**src/rtl/serial_pkg.sv**
```systemverilog
// Shared definitions for the serial receive path.
//   rx_state_t        receiver FSM states
//   DEF_CLKS_PER_BIT  default clock cycles per bit period
//   DEF_DATA_BITS     default data bits per frame
//   LINE_IDLE         level of an idle serial line
package serial_pkg;

  typedef enum logic [1:0] {IDLE, START, DATA, STOP} rx_state_t;

  localparam int DEF_CLKS_PER_BIT = 16;
  localparam int DEF_DATA_BITS    = 8;

  localparam logic LINE_IDLE = 1'b1;

endpackage

```
**src/rtl/serial_rx_if.sv**
```systemverilog
// Parallel output side of the serial receiver.
//   data       received word, LSB = first bit on the line
//   valid      data holds an unconsumed word
//   ready      consumer accepts data on a valid && ready cycle
//   frame_err  one-cycle pulse: stop bit sampled low
//   overrun    one-cycle pulse: completed word dropped
//
// Handshake: a word transfers on every cycle where valid && ready are both
// high at the rising clock edge. While valid is high, data is held stable.
// valid never waits for ready and no output depends combinationally on ready.
interface serial_rx_if import serial_pkg::*; #(
  parameter int DATA_BITS = DEF_DATA_BITS
) ();

  logic [DATA_BITS-1:0] data;
  logic                 valid;
  logic                 ready;
  logic                 frame_err;
  logic                 overrun;

  modport master (output data, output valid, output frame_err, output overrun,
                  input ready);

  modport slave (input data, input valid, input frame_err, input overrun,
                 output ready);

endinterface

```
**src/rtl/serial_rx_sync2.sv**
```systemverilog
// Two-flop synchroniser for pad-level inputs asynchronous to clk.
//   clk      sampling clock
//   rst      synchronous active-high reset; both flops load RST_VAL
//   d        asynchronous input
//   q        synchronised output (two cycles of latency)
module sync2 #(
  parameter logic RST_VAL = 1'b0
) (
  input  logic clk,
  input  logic rst,
  input  logic d,
  output logic q
);

  logic s1;

  always_ff @(posedge clk) begin
    if (rst) begin
      s1 <= RST_VAL;
      q  <= RST_VAL;
    end else begin
      s1 <= d;
      q  <= s1;
    end
  end

endmodule

```
**src/rtl/serial_rx.sv**
```systemverilog
// Start/stop framed, LSB-first asynchronous serial receiver with a one-entry
// holding register on a valid/ready output.
//   clk        sole clock
//   rst        synchronous active-high reset
//   rxd        serial line, idle high, asynchronous to clk
//   rx         output bundle (data/valid/ready/frame_err/overrun)
//   state_dbg  current receiver FSM state
// CLKS_PER_BIT must be even and >= 4; DATA_BITS must be 5..8.
module serial_rx import serial_pkg::*; #(
  parameter int CLKS_PER_BIT = DEF_CLKS_PER_BIT,
  parameter int DATA_BITS    = DEF_DATA_BITS
) (
  input  logic        clk,
  input  logic        rst,
  input  logic        rxd,
  serial_rx_if.master rx,
  output rx_state_t   state_dbg
);

  localparam int CW = $clog2(CLKS_PER_BIT);
  localparam int IW = $clog2(DATA_BITS + 1);

  localparam logic [CW-1:0] HALF_M1 = CW'(CLKS_PER_BIT / 2 - 1);
  localparam logic [CW-1:0] FULL_M1 = CW'(CLKS_PER_BIT - 1);
  localparam logic [IW-1:0] LAST_IX = IW'(DATA_BITS - 1);

  rx_state_t            state, state_n;
  logic [CW-1:0]        cnt, cnt_n;
  logic [IW-1:0]        idx, idx_n;
  logic [DATA_BITS-1:0] shift;
  logic                 rxs, rxs_d;
  logic                 samp_en, word_done, stop_bad;
  logic                 done_q, bad_q;
  logic [DATA_BITS-1:0] data_q;
  logic                 valid_q, ferr_q, ovr_q;

  sync2 #(.RST_VAL(LINE_IDLE)) u_sync (
    .clk (clk),
    .rst (rst),
    .d   (rxd),
    .q   (rxs)
  );

  // FSM state register plus the datapath it steers.
  always_ff @(posedge clk) begin
    if (rst) begin
      state <= IDLE;
      cnt   <= '0;
      idx   <= '0;
      shift <= '0;
      rxs_d <= LINE_IDLE;
    end else begin
      state <= state_n;
      cnt   <= cnt_n;
      idx   <= idx_n;
      rxs_d <= rxs;
      if (samp_en) begin
        for (int i = 0; i < DATA_BITS; i++) begin
          if (idx == IW'(i)) shift[i] <= rxs;
        end
      end
    end
  end

  // Next-state and sampling decisions.
  always_comb begin
    state_n   = state;
    cnt_n     = cnt;
    idx_n     = idx;
    samp_en   = 1'b0;
    word_done = 1'b0;
    stop_bad  = 1'b0;
    case (state)
      IDLE: begin
        if (rxs_d == LINE_IDLE && rxs != LINE_IDLE) begin
          state_n = START;
          cnt_n   = '0;
        end
      end
      START: begin
        // Half a bit period in, re-check the line: still low means a real
        // start bit, high means a glitch and we silently go back to idle.
        if (cnt == HALF_M1) begin
          cnt_n = '0;
          if (rxs == 1'b0) begin
            state_n = DATA;
            idx_n   = '0;
          end else begin
            state_n = IDLE;
          end
        end else begin
          cnt_n = cnt + 1'b1;
        end
      end
      DATA: begin
        // From mid-start, every full period lands at mid-bit.
        if (cnt == FULL_M1) begin
          cnt_n   = '0;
          samp_en = 1'b1;
          idx_n   = idx + 1'b1;
          if (idx == LAST_IX) state_n = STOP;
        end else begin
          cnt_n = cnt + 1'b1;
        end
      end
      STOP: begin
        if (cnt == FULL_M1) begin
          cnt_n   = '0;
          state_n = IDLE;
          if (rxs == 1'b1) word_done = 1'b1;
          else             stop_bad  = 1'b1;
        end else begin
          cnt_n = cnt + 1'b1;
        end
      end
      default: state_n = IDLE;
    endcase
  end

  // Output stage runs one cycle behind the stop sample. shift cannot change
  // in that cycle because a new frame needs far longer to reach DATA.
  always_ff @(posedge clk) begin
    if (rst) begin
      done_q  <= 1'b0;
      bad_q   <= 1'b0;
      data_q  <= '0;
      valid_q <= 1'b0;
      ferr_q  <= 1'b0;
      ovr_q   <= 1'b0;
    end else begin
      done_q <= word_done;
      bad_q  <= stop_bad;
      ferr_q <= bad_q;
      ovr_q  <= 1'b0;
      if (valid_q && rx.ready) valid_q <= 1'b0;
      if (done_q) begin
        // Holding register is free if empty or being drained this cycle.
        if (!valid_q || rx.ready) begin
          data_q  <= shift;
          valid_q <= 1'b1;
        end else begin
          ovr_q <= 1'b1;
        end
      end
    end
  end

  assign rx.data      = data_q;
  assign rx.valid     = valid_q;
  assign rx.frame_err = ferr_q;
  assign rx.overrun   = ovr_q;
  assign state_dbg    = state;

endmodule

```
**src/flat_wrapper.sv**
```systemverilog
// flat-port wrapper written by rule: the top's interface ports become plain ports
module serial_rx_flat import serial_pkg::*;
#(
  parameter int CLKS_PER_BIT = DEF_CLKS_PER_BIT,
  parameter int DATA_BITS    = DEF_DATA_BITS
)
  (clk, rst, rxd, state_dbg, rx_data, rx_valid, rx_frame_err, rx_overrun, rx_ready);
  serial_rx_if #(.DATA_BITS(DATA_BITS)) rx_i ();
  input  logic clk;
  input  logic rst;
  input  logic rxd;
  output rx_state_t state_dbg;
  output wire logic [$bits(rx_i.data)-1:0] rx_data;
  output wire logic [$bits(rx_i.valid)-1:0] rx_valid;
  output wire logic [$bits(rx_i.frame_err)-1:0] rx_frame_err;
  output wire logic [$bits(rx_i.overrun)-1:0] rx_overrun;
  input wire logic [$bits(rx_i.ready)-1:0] rx_ready;
  assign rx_data = rx_i.data;
  assign rx_valid = rx_i.valid;
  assign rx_frame_err = rx_i.frame_err;
  assign rx_overrun = rx_i.overrun;
  assign rx_i.ready = rx_ready;
  serial_rx #(.CLKS_PER_BIT(CLKS_PER_BIT), .DATA_BITS(DATA_BITS)) u_core (.clk(clk), .rst(rst), .rxd(rxd), .rx(rx_i), .state_dbg(state_dbg));
endmodule
```
**config.mk**
```make
export PLATFORM = sky130hd
export DESIGN_NAME = serial_rx_flat
export DESIGN_NICKNAME = d
export VERILOG_FILES = /design/src/rtl/serial_pkg.sv /design/src/rtl/serial_rx_if.sv /design/src/rtl/serial_rx_sync2.sv /design/src/rtl/serial_rx.sv /design/src/flat_wrapper.sv
export SDC_FILE = /design/constraint.sdc
export NUM_CORES = 1
export LEC_CHECK = 0
export ABC_AREA = 1
export CAP_MARGIN = 5
export CORE_ASPECT_RATIO = 1.5
export CORE_UTILIZATION = 30
export DETAILED_ROUTE_END_ITERATION = 7
export GPL_TIMING_DRIVEN = 0
export SETUP_SLACK_MARGIN = 0.05
export SLEW_MARGIN = 15
export SYNTH_ARGS = -nofsm -noshare
export SYNTH_HDL_FRONTEND = slang
export SYNTH_SLANG_ARGS = --single-unit
```
**constraint.sdc**
```tcl
create_clock -name clk -period 1.3 [get_ports clk]
set_input_delay 0.195 -clock clk [delete_from_list [all_inputs] [get_ports clk]]
set_output_delay 0.195 -clock clk [all_outputs]
set_load 0.02 [all_outputs]
```
After elaboration in Yosys (flattened, before gate mapping)
Index checks and enable logic that the tools add are counted.

Bits in registers: 34. Input port bits: 4. Output and inout port bits: 13. Word-level logic and storage cells: 88.

Add/sub/neg operators: 2. Equal/unequal tests: 18. Mux-type cells: 23. Bitwise operators: 4. Reduce and logical (&&, ||, !) cells: 21.

Operators with widths (count): $mux 4 (6); $eq 4x3->1 const B (5); $reduce_and 2->1 (9); $mux 2 (6); $pmux 4 s3 (1); $ne 2x1->1 const B (5); $add 4x1->4 const B (2); $eq 4x2->1 const B (2); $mux 1 (8); $pmux 2 s4 (1); $pmux 4 s2 (1); $reduce_and 5->1 (1); $eq 2x2->1 const B (2); $eq 4x1->1 const B (1); $eq 4x4->1 const B (1); $logic_not 4->1 (1); $not 1->1 (4); $reduce_and 4->1 (1); $reduce_or 2->1 (2); $reduce_or 3->1 (1); $eq 2x1->1 const B (1); $logic_and 1x1->1 (2); $logic_not 2->1 (1); $ne 2x2->1 const B (1); 3 further kinds (3).

Logic depth before layout (Yosys ltp)
Word-level depth: 4. Gate-level depth with buffers: 8.

Hierarchy
A second synthesis with hierarchy kept.

Cell total of the unflattened synthesis: 202. Area, all modules: 1496.4 um^2.

Modules (own cells, without submodules): serial_rx (instances 1, cells each 195, area an instance 1437.6 um^2); sync2 (instances 1, cells each 7, area an instance 58.8 um^2).

Least setup slack after synthesis
Ideal clock, no wire load.

Path type: flip-flop to flip-flop. Start point: register with a tool-made name. End point: register u_core.shift[1]. Setup time: 0.113 ns. Data arrival time: 1.101 ns. Required time: 1.187 ns. Path slack: 0.086 ns. Stages on the path, launching flop included: 6. Buffers on the path: 0. Clock period less this slack: 1.214 ns. Cells stage by stage: dfxtp_1 -> nand2_2 -> nor2_4 -> nand3_2 -> nor2_1 -> nor2_1.

RTL lines: to (signal, indexed assignment) (RTL line serial_rx.sv:59) `if (idx == IW'(i)) shift[i] <= rxs;`; to (decl) (RTL line serial_rx.sv:30) `logic [DATA_BITS-1:0] shift;`.

Final worst setup path
Start point: register u_core.cnt[1]. End point: register u_core.shift[2].

Cells in the longest elaborated chain, start to end: 4.

RTL lines: from (decl) (RTL line serial_rx.sv:28) `logic [CW-1:0] cnt, cnt_n;`; from (signal assigned) (RTL line serial_rx.sv:54) `cnt <= cnt_n;`; $eq 4x4->1 (RTL line serial_rx.sv:97) `if (cnt == FULL_M1) begin`; $mux 1 (RTL line serial_rx.sv:97); $mux 1 (RTL line serial_rx.sv:73) `case (state)`; $reduce_and 2->1 (no source line).

Every way passes these cells. A chain may end at the register's enable or synchronous reset.

==> summary.md <==
| Metric | Value |
|---|---|
| Status | `finished, final reports clean` |
| Max_cap viols | `0` |
| Hold Path End | `u_core.idx[2]$_SDFFE_PP0P_` |
| Crit Path Category | `reg -> reg` |
| Unrepaired setup endpoints after global routing | `true` |
| Top post-synthesis cells by count | `dfxtp_1 (34), nand2_1 (33), nor2_1 (28)` |
| Crit start category | `register` |
| Sequential share of the synthesized area | `45.4%` |
| Clock insertion delay at the later pin of the skew report | `0.29 ns` |
| Synth top area share | `45.4%` |
| Initial Util | `31.2%` |
| Ys flop type | `dfxtp_1` |
| Final antenna-violating net count | `0` |
| Critical Path Fanout Max | `8` |
| Post-synth top area cell | `dfxtp_1` |
| Layout Nets | `230` |
| Core area | `4810 um2` |
| Setup WS pre-CTS | `-0.0958 ns` |
| First-pass GRT wire length | `5150 um` |
| Vias post-DR | `1309` |
| Reg clk slew, reported paths | `0.07 ns` |
| Post-DR vias/cell | `4.55` |
| P&R area growth vs syn | `28.4%` |
| Synth Register Bits | `34` |
| DRT Wirelength | `3310 um` |
| Root Buffer | `clkbuf_8` |
| Initial antenna violation count | `0` |
| Avg Cell Area, Syn | `7.65 um2` |
| Num rows | `31` |
| Grt total ovfl | `0` |
| Worst reg2reg startpoint | `u_core.cnt[1]$_SDFFE_PP0N_` |
| Leakage | `0.000801 uW` |
| Syn nets | `205` |
| Die area | `5290 um2` |
| Hold Vio Cnt, Final | `0` |
| Reg-to-reg endpoint | `u_core.shift[2]$_SDFFE_PP0P_` |
| Min cycle time layout | `1.22 ns` |
| WHS Path Cells | `2` |
| GRT Util Overall | `13.4%` |
| Fin worst setup slack | `0.0763 ns` |
| Worst Path Required | `1.45 ns` |
| Largest net degree at the start of global routing | `11` |
| H-tree Lvls | `2` |
| GP Congestion | `0.796` |
| Post-Synthesis Cells | `196` |
| CTS tree | `done` |
| Top cells by area, synth | `dfxtp_1 (45%), nand2_1 (8.3%), nor2_1 (7.0%)` |
| Max IR drop VDD | `0.399 mV` |
| HPWL after DPL | `2200 um` |
| Dpl cells | `277` |
| Clock skew | `0.00293 ns` |
| CP arrival | `1.38 ns` |
| Worst r2r path cells | `6` |
| Ports | `17` |
| Slew Limit Fails | `0` |
| Pwr per Cell Area | `1070 nW/um2` |
| Max-slew headroom | `64.3%` |
| Number of remaining DRC errors | `0` |
| Diode count | `0` |
| IO buf count | `15` |
| Num CTS Buffers | `5` |
| Hold Crit Start | `rst` |
| CP endpoint kind | `register` |
| Post-synth EDFFs | `0` |
| Pre-antenna DRT Iters | `4` |
| DR WL/cell | `11.5 um` |
| Yosys warnings | `0` |
| CTS sink cnt | `34` |
| Number of global-route vias before repair | `1095` |
| Total Neg Setup Slack | `0 ns` |
| Most common cell in the netlist | `dfxtp_1` |
| Reg2Reg Setup Slack | `0.08 ns` |
| Async S/R FF share, synth | `0%` |
| Worst hold path class | `in -> reg` |
| Ratio of cells with drive above 1 in the final layout | `22.1%` |
| DR iter-0 viols | `43` |
| Clock Path Buffers | `2` |
| Synth cell types | `22` |
| Fin cells | `288` |
| Period utilisation layout | `94.1%` |
| Setup Viol. Count Final | `0` |
| Post-layout util | `40.0%` |
| Die height | `88.6 um` |
| Die Span X | `59.7 um` |
| Post-synthesis cell area | `1500 um2` |
| Highest clock rate | `0.817 GHz` |
| Least-Margin Pin Slew | `0.536 ns` |
-- registers in the layout (all words and copies together), names as in the netlist, named ones only --
name and cells:
u_core.rxs_d 1, u_core.rx.data 8, u_core.shift 8, u_core.idx 4, u_core.done_q 1, u_core.state_dbg 1, u_core.rx.overrun 1, u_core.u_sync.q 1
u_core.rx.valid 1, u_core.cnt 4, u_core.bad_q 1, u_core.u_sync.s1 1, u_core.rx.frame_err 1
-- area by class of cell --
cell class | count | area, um2
clock buffer | 7 | 86.3
tap | 66 | 82.6
inverter | 20 | 75.1
timing repair buffer | 17 | 150
fill | 532 | 2890
multi-input combinational | 137 | 783
sequential | 34 | 698
buffer | 6 | 43.8
clock inverter | 1 | 5.00
-- metrics by stage --
| step | total power, uW | instance area (um2) | hold WS [ns] |
|---|---|---|---|
| 3_3_place_gp | 1260 | 1730 | 0.392 |
| 3_5_place_dp | 1270 | 1730 | 0.398 |
| 5_1_grt | 2160 | 1920 | 0.209 |
| 2_1_floorplan | 1220 | 1500 | 0.299 |
| 6_report | 2060 | 1920 | 0.202 |
| 4_1_cts | 2090 | 1860 | 0.216 |
-- logic make-up after synthesis --
kind of cell | after synthesis | synth area share [%]
simple gates | 89 | 27.9
compound gates | 40 | 13.6
flops | 34 | 45.4
fa+ha+maj | 5 | 4.17
buf+inv | 26 | 7.76
xor+xnor | 2 | 1.17
-- how the worst max path moves through the flow --
stage | to | slack [ns] | startpoint | cells past startpoint
floorplan | u_core.shift[1]$_SDFFE_PP0P_ | 0.09 | register | 5
global placement | u_core.shift[0]$_SDFFE_PP0P_ | -0.07 | u_core.cnt[0]$_SDFFE_PP0N_ | 6
detailed placement | u_core.shift[1]$_SDFFE_PP0P_ | -0.1 | u_core.cnt[0]$_SDFFE_PP0N_ | 7
CTS | state_dbg[1] | 0.03 | register | 1
global route | u_core.shift[3]$_SDFFE_PP0P_ | -0.004 | u_core.cnt[1]$_SDFFE_PP0N_ | 6
finish | u_core.shift[2]$_SDFFE_PP0P_ | 0.08 | u_core.cnt[1]$_SDFFE_PP0N_ | 6
-- per-layer routing --
metal / wire length [um] / vias up / global-route usage (%)
met5: 0 / - / 0
met2: 1770 / 15 / 24.3
met1: 1380 / 599 / 13.1
li1: - / 688 / -
met4: 97 / 0 / 9.51
met3: 60 / 7 / 2.63
-- where the power goes --
part	switching, uW	total (uW)	internal (uW)
sequential	14.7	1070	1060
combinational	112	176	64.1
clock	388	815	427
-- critical path, stage by stage (launching register included) --
cell     delay, ns
dfxtp_4       0.37
ha_4          0.18
nand2_4       0.07
nor2_4        0.14
nand2_4       0.12
o21ai_1       0.14
a21oi_1       0.07
-- cell usage in the layout (no fill, tap or decap) --
cell and n:
clkdlybuf4s50_1 2, buf_1 1, ha_4 1, clkbuf_4 1, buf_6 2, clkdlybuf4s15_1 1, clkbuf_1 1, nand3_4 1
buf_4 2, inv_1 17, nand4_1 6, buf_2 2, clkinv_2 1, nand2_1 31, ha_1 3, o21ai_0 13
nand2_2 1, nand2_4 4, nor2_2 2, nor2_1 27, or2_2 2, o21ai_1 5, xnor2_1 1, inv_2 3
nand3_1 6, a21oi_1 17, clkbuf_8 6, dfxtp_1 26, dlygate4sd2_1 12, dfxtp_4 3, o21ai_2 4, nor2_4 4
xor2_1 1, a21oi_2 1, nand3_2 3, nor3_1 3, dfxtp_2 5, ha_2 1
-- what timing repair did --
action | 4_1_cts | 5_1_grt
hold buffers | 0 | 0
gates cloned | 1 | 0
setup endpoints to repair | 28 | 19
pin swaps | 2 | 9
buffers inserted | 1 | 1
gates resized for setup | 29 | 20
(Power assumes the default switching activity.)
